### src/rtl/wb_pkg.sv
// Shared types and defaults for the register-file writeback arbiter.
package wb_pkg;
    localparam int REG_COUNT = 32;
    localparam int DEF_DEPTH = 4;
    localparam int DEF_CNT_W = 3;

    typedef struct packed {
        logic [4:0]  addr;
        logic [31:0] data;
    } wb_entry_t;
endpackage

### src/rtl/wb_fifo.sv
// In-order result FIFO with two ordered push ports (0 before 1) and one pop.
module wb_fifo
    import wb_pkg::*;
#(
    parameter int DEPTH = DEF_DEPTH,
    localparam int AW = $clog2(DEPTH),
    localparam int CW = AW + 1
) (
    input  logic          clk,
    input  logic          reset,
    input  logic          push0,
    input  wb_entry_t     din0,
    input  logic          push1,
    input  wb_entry_t     din1,
    input  logic          pop,
    output wb_entry_t     head,
    output logic [CW-1:0] count
);
    wb_entry_t       mem [DEPTH];
    logic [AW-1:0]   rd, wr;

    // Caller never pushes beyond the free space, so pointers wrap without checks.
    always_ff @(posedge clk) begin
        if (push0) mem[wr] <= din0;
        if (push1) mem[wr + AW'(push0)] <= din1;
    end

    always_ff @(posedge clk) begin
        if (reset) begin
            rd    <= '0;
            wr    <= '0;
            count <= '0;
        end else begin
            wr    <= wr + AW'(push0) + AW'(push1);
            rd    <= rd + AW'(pop);
            count <= count + CW'(push0) + CW'(push1) - CW'(pop);
        end
    end

    assign head = mem[rd];
endmodule

### src/rtl/writeback_arbiter.sv
// Two-producer writeback arbiter with pending-write scoreboard.
// Optional WB_BYPASS_EN: p0 skips the empty FIFO straight into the output registers.
module writeback_arbiter
    import wb_pkg::*;
#(
    parameter int DEPTH = DEF_DEPTH,
    parameter int CNT_W = DEF_CNT_W
) (
    input  logic        clk,
    input  logic        reset,
    input  logic        p0_valid,
    output logic        p0_ready,
    input  logic [4:0]  p0_addr,
    input  logic [31:0] p0_data,
    input  logic        p1_valid,
    output logic        p1_ready,
    input  logic [4:0]  p1_addr,
    input  logic [31:0] p1_data,
    input  logic        reserve_valid,
    input  logic [4:0]  reserve_addr,
    output logic        reserve_ready,
    input  logic [4:0]  query_addr0,
    input  logic [4:0]  query_addr1,
    output logic        busy0,
    output logic        busy1,
    output logic        regwe,
    output logic [4:0]  writeaddr,
    output logic [31:0] writedata
);
    localparam int CW = $clog2(DEPTH) + 1;

    logic [CW-1:0]    count, free;
    wb_entry_t        head, e0, e1;
    logic             p0_take, p1_take, byp, pop;
    logic [CNT_W-1:0] cnt [REG_COUNT];
    logic             inc_hit;

    // Readiness looks only at registered occupancy; a same-cycle pop gives no credit.
    assign free     = CW'(DEPTH) - count;
    assign p0_ready = !reset && (free >= CW'(1));
    assign p1_ready = !reset && (p0_valid ? (free >= CW'(2)) : (free >= CW'(1)));

    assign p0_take = p0_valid && p0_ready && (p0_addr != 5'd0);
    assign p1_take = p1_valid && p1_ready && (p1_addr != 5'd0);
    assign e0      = '{addr: p0_addr, data: p0_data};
    assign e1      = '{addr: p1_addr, data: p1_data};
    assign pop     = (count != '0);

`ifdef WB_BYPASS_EN
    assign byp = p0_take && (count == '0);
`else
    assign byp = 1'b0;
`endif

    wb_fifo #(.DEPTH(DEPTH)) u_fifo (
        .clk   (clk),
        .reset (reset),
        .push0 (p0_take && !byp),
        .din0  (e0),
        .push1 (p1_take),
        .din1  (e1),
        .pop   (pop),
        .head  (head),
        .count (count)
    );

    always_ff @(posedge clk) begin
        if (reset) begin
            regwe     <= 1'b0;
            writeaddr <= '0;
            writedata <= '0;
        end else if (byp) begin
            regwe     <= 1'b1;
            writeaddr <= p0_addr;
            writedata <= p0_data;
        end else if (pop) begin
            regwe     <= 1'b1;
            writeaddr <= head.addr;
            writedata <= head.data;
        end else begin
            regwe     <= 1'b0;
        end
    end

    assign reserve_ready = !reset && ((reserve_addr == 5'd0) || (cnt[reserve_addr] != '1));
    assign inc_hit       = reserve_valid && reserve_ready && (reserve_addr != 5'd0);

    // cnt[0] is never touched outside reset, so x0 always reads as idle.
    always_ff @(posedge clk) begin
        if (reset) begin
            for (int i = 0; i < REG_COUNT; i++) cnt[i] <= '0;
        end else begin
            for (int i = 1; i < REG_COUNT; i++) begin
                if (inc_hit && reserve_addr == 5'(i) && !(regwe && writeaddr == 5'(i)))
                    cnt[i] <= cnt[i] + CNT_W'(1);
                else if (regwe && writeaddr == 5'(i) && !(inc_hit && reserve_addr == 5'(i))
                         && cnt[i] != '0)
                    cnt[i] <= cnt[i] - CNT_W'(1);
            end
        end
    end

    assign busy0 = !reset && (query_addr0 != 5'd0) && (cnt[query_addr0] != '0);
    assign busy1 = !reset && (query_addr1 != 5'd0) && (cnt[query_addr1] != '0);
endmodule

### config.mk
export PLATFORM = sky130hd
export DESIGN_NAME = writeback_arbiter
export DESIGN_NICKNAME = d
export VERILOG_FILES = /design/src/rtl/wb_pkg.sv /design/src/rtl/wb_fifo.sv /design/src/rtl/writeback_arbiter.sv
export SDC_FILE = /design/constraint.sdc
export NUM_CORES = 1
export LEC_CHECK = 0
export BUFFER_PORTS_ARGS = -buffer_cell sky130_fd_sc_hd__buf_2
export CORE_ASPECT_RATIO = 1.75
export CORE_MARGIN = 10
export CORE_UTILIZATION = 45
export CTS_BUF_LIST = sky130_fd_sc_hd__clkbuf_16
export DETAILED_ROUTE_END_ITERATION = 10
export GPL_ROUTABILITY_DRIVEN = 0
export PLACE_DENSITY = 0.63
export SLEW_MARGIN = 15
export SYNTH_ARGS = -nofsm -noshare
export SYNTH_HDL_FRONTEND = slang
export SYNTH_SLANG_ARGS = --single-unit
### constraint.sdc
create_clock -name clk -period 10.2 [get_ports clk]
set_input_delay 1.02 -clock clk [delete_from_list [all_inputs] [get_ports clk]]
set_output_delay 1.02 -clock clk [all_outputs]
set_load 0.005 [all_outputs]
; ---- Word level (Yosys, flattened, before mapping)
; Memory sizes are Yosys's and may differ from the RTL's. A register that Yosys moved wholly into a read port is not among the register bits.
; Cells that the tools add are included.
[word_totals]
ff_bits = 8
ram_bits = 244
mem_count = 2
[mem_list]
columns = memory, depth, word_bits, rd, rd_ports_with_merged_regs, wr, line_no
row1 = u_fifo.mem, 4, 37, 1, 1, 2, wb_fifo.sv:19  ; wb_entry_t mem [DEPTH];
row2 = cnt, 32, 3, 34, 0, 32, writeback_arbiter.sv:35  ; logic [CNT_W-1:0] cnt [REG_COUNT];
[classes]
add_sub_neg = 69
order_cmp = 2
n_eq_ne = 63
muxes = 287
bitwise = 62
n_reduce_logical = 272
[ops]
columns = op, count
row1 = $mux W1, 225
row2 = $mux W3, 62
row3 = $logic_and A1 B1 Y1, 168
row4 = $eq A5 B5 Y1 const B, 32
row5 = $reduce_bool A3 Y1, 34
row6 = $add A3 B1 Y3 const B, 31
row7 = $sub A3 B1 Y3 const B, 31
row8 = $eq A5 B4 Y1 const B, 16
row9 = $logic_not A1 Y1, 63
row10 = $or A1 B1 Y1, 62
row11 = $eq A5 B3 Y1 const B, 8
row12 = $reduce_bool A5 Y1, 5
row13 = $eq A5 B2 Y1 const B, 4
row14 = $eq A5 B1 Y1 const B, 2
row15 = $add A2 B1 Y2, 3
row16 = $add A3 B1 Y3, 2
row17 = $logic_not A5 Y1, 1
row18 = $ge A3 B1 Y1 const B, 1
row19 = $ge A3 B2 Y1 const B, 1
row20 = $ne A3 B3 Y1 const B, 1
row21 = $sub A3 B1 Y3, 1
row22 = $sub A3 B3 Y3 const A, 1
row23 = $logic_or A1 B1 Y1, 1

; ---- Depth between registers and ports, before layout
; An unclocked memory read counts as a cell.
[depth]
word_depth = 15
mapped_depth = 16
mapped_depth_nobuf = 13

; ---- Modules after synthesis
; A second synthesis with hierarchy kept.
[hier_totals]
hier_cells = 1290
area_unflattened_um2 = 16538.4
[modules_own_cells]
columns = mod, instances, cells_each, area_each_um2, seq_area_each_um2
row1 = writeback_arbiter, 1, 891, 9038.7, 3553.4
row2 = wb_fifo, 1, 399, 7499.7, 4584.4

; ---- Worst setup path before layout
; Ideal clock, no wire load.
[synth_path]
kind = input to register
start = input port p0_addr[1]
end = memory u_fifo.mem[3][0] in the netlist's numbering, enable pin
arrival_ns = 4.183
required_time_ns = 9.482
path_slack_ns = 5.299
stages = 9
path_buffers = 2
path_cell_list = or4_1 -> o211ai_1 -> inv_1 -> ha_1 -> xor2_1 -> nand3_1 -> buf_2 -> buf_1 -> o21ai_0
[synth_lines]
columns = item, line_no
row1 = from (decl), writeback_arbiter.sv:13  ; input logic [4:0] p0_addr,
row2 = to (decl), wb_fifo.sv:19

; ---- Final worst setup path
[layout_path]
start = input port reserve_addr[1]
end = output port reserve_ready
[layout_via]
elab_chain_cells = 4
word_cells_on_any_way = 5
[layout_lines]
columns = item, line_no
row1 = from (decl), writeback_arbiter.sv:20  ; input logic [4:0] reserve_addr,
row2 = $mem_v2 Z32 W3, --
row3 = $ne A3 B3 Y1, writeback_arbiter.sv:85  ; assign reserve_ready = !reset && ((reserve_addr == 5'd0) || (cnt[reserve_addr] != '1));
row4 = $logic_or A1 B1 Y1 (*), writeback_arbiter.sv:85
row5 = $logic_and A1 B1 Y1 (*), writeback_arbiter.sv:85
row6 = to (decl), writeback_arbiter.sv:21  ; output logic reserve_ready,
; Every way passes the cells marked *; elsewhere a longest branch is shown, timed or not.

==> flow_summary_export.csv <==
group,metric,value,unit
synth,synth_edf_count,241,
clock_network,cts_setup_buffers,0,
drt,drt_iter0_drc,843,
clock_network,cts_resized,0,
sta,fin_skew,0.01600,ns
critical_path,worst_setup_path_end_kind,"output port",
synth,async_flop_share,0,
critical_path,reg2regPathDepth,12,
synth,ys_seq_elements,286,
critical_path,critPathSlowestCell,"nor2b_1",
sta,tightest_slew,1.173,ns
clock_network,path_clk_slew,0.06,ns
grt,grt.total_usage,0.2013,
synth,avgSynthCellArea,11.76,µm²
finish,fillCellCount,3283,
synth,synth_seq_area_share,0.4825,
sta,setup-violations-final,0,
drt,vias_per_cell,5.981,
synth,synth_area_leaders,"edfxtp_1, mux2_2, mux4_2",
pwr,ir_drop,0.1548,mV
synth,synth_ff_type,"edfxtp_1",
critical_path,arrival,3.87,ns
drt,drcViolationCount,0,
run,drv_cap,0,
grt,grt_max_degree,58,
finish,nets,1668,
floorplanning,fp.dieH,276.1,µm
finish,multi_input_area,8098,µm²
pwr,power.density,210.6,nW/µm²
finish,antennaDiodeCount,0,
placement,port_buffers,136,
clock_network,clockBufferDepth,3,
synth,synth_cells,1434,
critical_path,cp_max_fo,43,
critical_path,cpPeakStageDelay,0.74,ns
critical_path,worst_path_most_repeated_cell,"buf_2",
sta,period_needed,4.893,ns
sta,fin_tns_setup,0,ns
sta,slew_viol_final,0,
floorplanning,core_area,36890,µm²
pwr,p_leak,6.709,nW
synth,synth_area,16870,µm²
finish,synthToLayoutAreaGrowth,11.74,%
clock_network,cts_tree,"built",
run_status,outcome,"finished, final reports clean",
clock_network,cts_num_sinks,286,
critical_path,critPathKind,"primary input to output port",
critical_path,crit_chain,"buf_2 > nor2b_1 > a32oi_1 > and4bb_1 > a41oi_2 > or2_1 > nor2_1 > a211oi_1 > buf_2",
grt,antenna_found_initial,0,
drt,wirelength,47760,µm
clock_network,h-tree-depth,1,
hold_path,min_path_cells,2,
placement,hpwl,33530,µm
synth,synth_cell_types,75,
clock_network,cts_buffers,29,
pwr,power,0.003969,W
sta,finalHoldViolCount,0,
grt,grt_first_pass_wirelength,73930,µm
floorplanning,initial_core_util,0.4573,
sta,period_share,0.4797,
finish,final_common_cell,"edfxtp_1",
synth,syn_nets,1571,
grt,overflow,0,
clock_network,insertion_delay,0.56,ns
hold_path,hold_class,"flop to flop",
grt,grt_pass1_vias,13050,
finish,ff_latch_area,8140,µm²
sta,fmax,204.4,MHz
critical_path,cp.required,9.18,ns
floorplanning,pin_count,137,
finish,drive_gt1_frac,0.2814,
synth,synth_top_area_share,0.4290,
floorplanning,rows,93,
drt,routedWlPerCell,23.55,µm
clock_network,ctsRootBufferMaster,"clkbuf_16",
drt,firstDrtPassIters,6,
sta,slew_headroom,0.2180,
synth,synth_top_cell_by_area,"edfxtp_1",
sta,rsz0062_at_grt,"false",
clock_network,cts_hold_buf,0,
synth,yosys_warnings,0,
critical_path,crit_path_start_kind,"primary input",
finish,mostFrequentLayoutCells,"edfxtp_1, nand2_1, mux2_2",
drt,ant_nets,0,
drt,dr_total_vias,12130,
floorplanning,die-area,45930,µm²
floorplanning,fp.dieW,166.4,µm
-- registers in the layout, summed over array words and instances (netlist names) --
signal	flops
cnt	93
regwe	1
u_fifo.count	3
u_fifo.mem	148
u_fifo.rd	2
u_fifo.wr	2
writeaddr	5
writedata	32
-- cell usage after synthesis, drive strengths merged (6+ instances only) --
cell type	count
a2111o	8
a211o	6
a211oi	16
a21oi	64
a22oi	8
a31oi	6
and2	13
buf	32
clkbuf	54
dfxtp	45
edfxtp	241
fa	32
ha	11
inv	79
mux2	155
mux2i	20
mux4	60
nand2	162
nand2b	20
nand3	40
nand4	12
nor2	94
nor2b	32
nor3	45
o211ai	12
o21ai	28
o22ai	7
o31ai	9
or2	14
or3	20
xnor2	22
xor2	14
-- critical path, delay by kind of cell --
kind            cells  cell delay (ns)
compound gates      3             0.55
buf+inv             2             0.53
simple gates        4             1.72
-- per-layer routing --
metal,wire (µm),GRT usage
met3,2849,0.03208
met1,16410,0.2066
met4,3351,0.1287
met5,0,0
met2,25150,0.3701
-- where the power goes --
group / internal [W] / switching [W]
Clock: 0.000591 / 0.000459
Combinational: 0.000514 / 0.000703
Sequential: 0.00154 / 0.000162
Total: 0.00264 / 0.00132
-- final cells by class --
type,count,share of cell area
Tap cell,475,0.03153
Clock buffer,29,0.03850
Sequential cell,286,0.4319
Multi-Input combinational cell,983,0.4296
Timing Repair Buffer,152,0.04262
Clock inverter,24,0.01009
Inverter,79,0.01573
-- metrics by stage --
stage / std cells / cell area [µm²] / hold slack, ns / util / worst slack, ns
floorplan: 1434 / 16870 / 0.4483 / - / 5.299
global placement: 1975 / 17930 / 0.4416 / 0.4861 / 5.253
detailed placement: 1975 / 17930 / 0.4491 / 0.4861 / 5.257
CTS: 2028 / 18850 / 0.4590 / 0.5110 / 5.362
global route: 2028 / 18850 / 0.4776 / 0.5110 / 5.095
finish: 2028 / 18850 / 0.4556 / 0.5110 / 5.307
-- logic make-up after synthesis --
| kind of cell | Yosys count | synth area share |
|---|---|---|
| simple gates | 471 | 0.1334 |
| flops | 286 | 0.4825 |
| mux | 235 | 0.1955 |
| compound gates | 198 | 0.08256 |
| buf+inv | 165 | 0.04132 |
| fa+ha+maj | 43 | 0.04614 |
| xor+xnor | 36 | 0.01869 |
-- final timing paths --
check / start / to / slack (ns)
setup reg to reg: u_fifo.count[0] / u_fifo.mem[0][14] / 6.06
hold reg to reg: writedata[28] / writedata[28] / 0.46
hold / removal: writedata[28] / writedata[28] / 0.46
setup / recovery: reserve_addr[1] / reserve_ready / 5.31
Note: power is estimated with default switching activity, not from simulation.
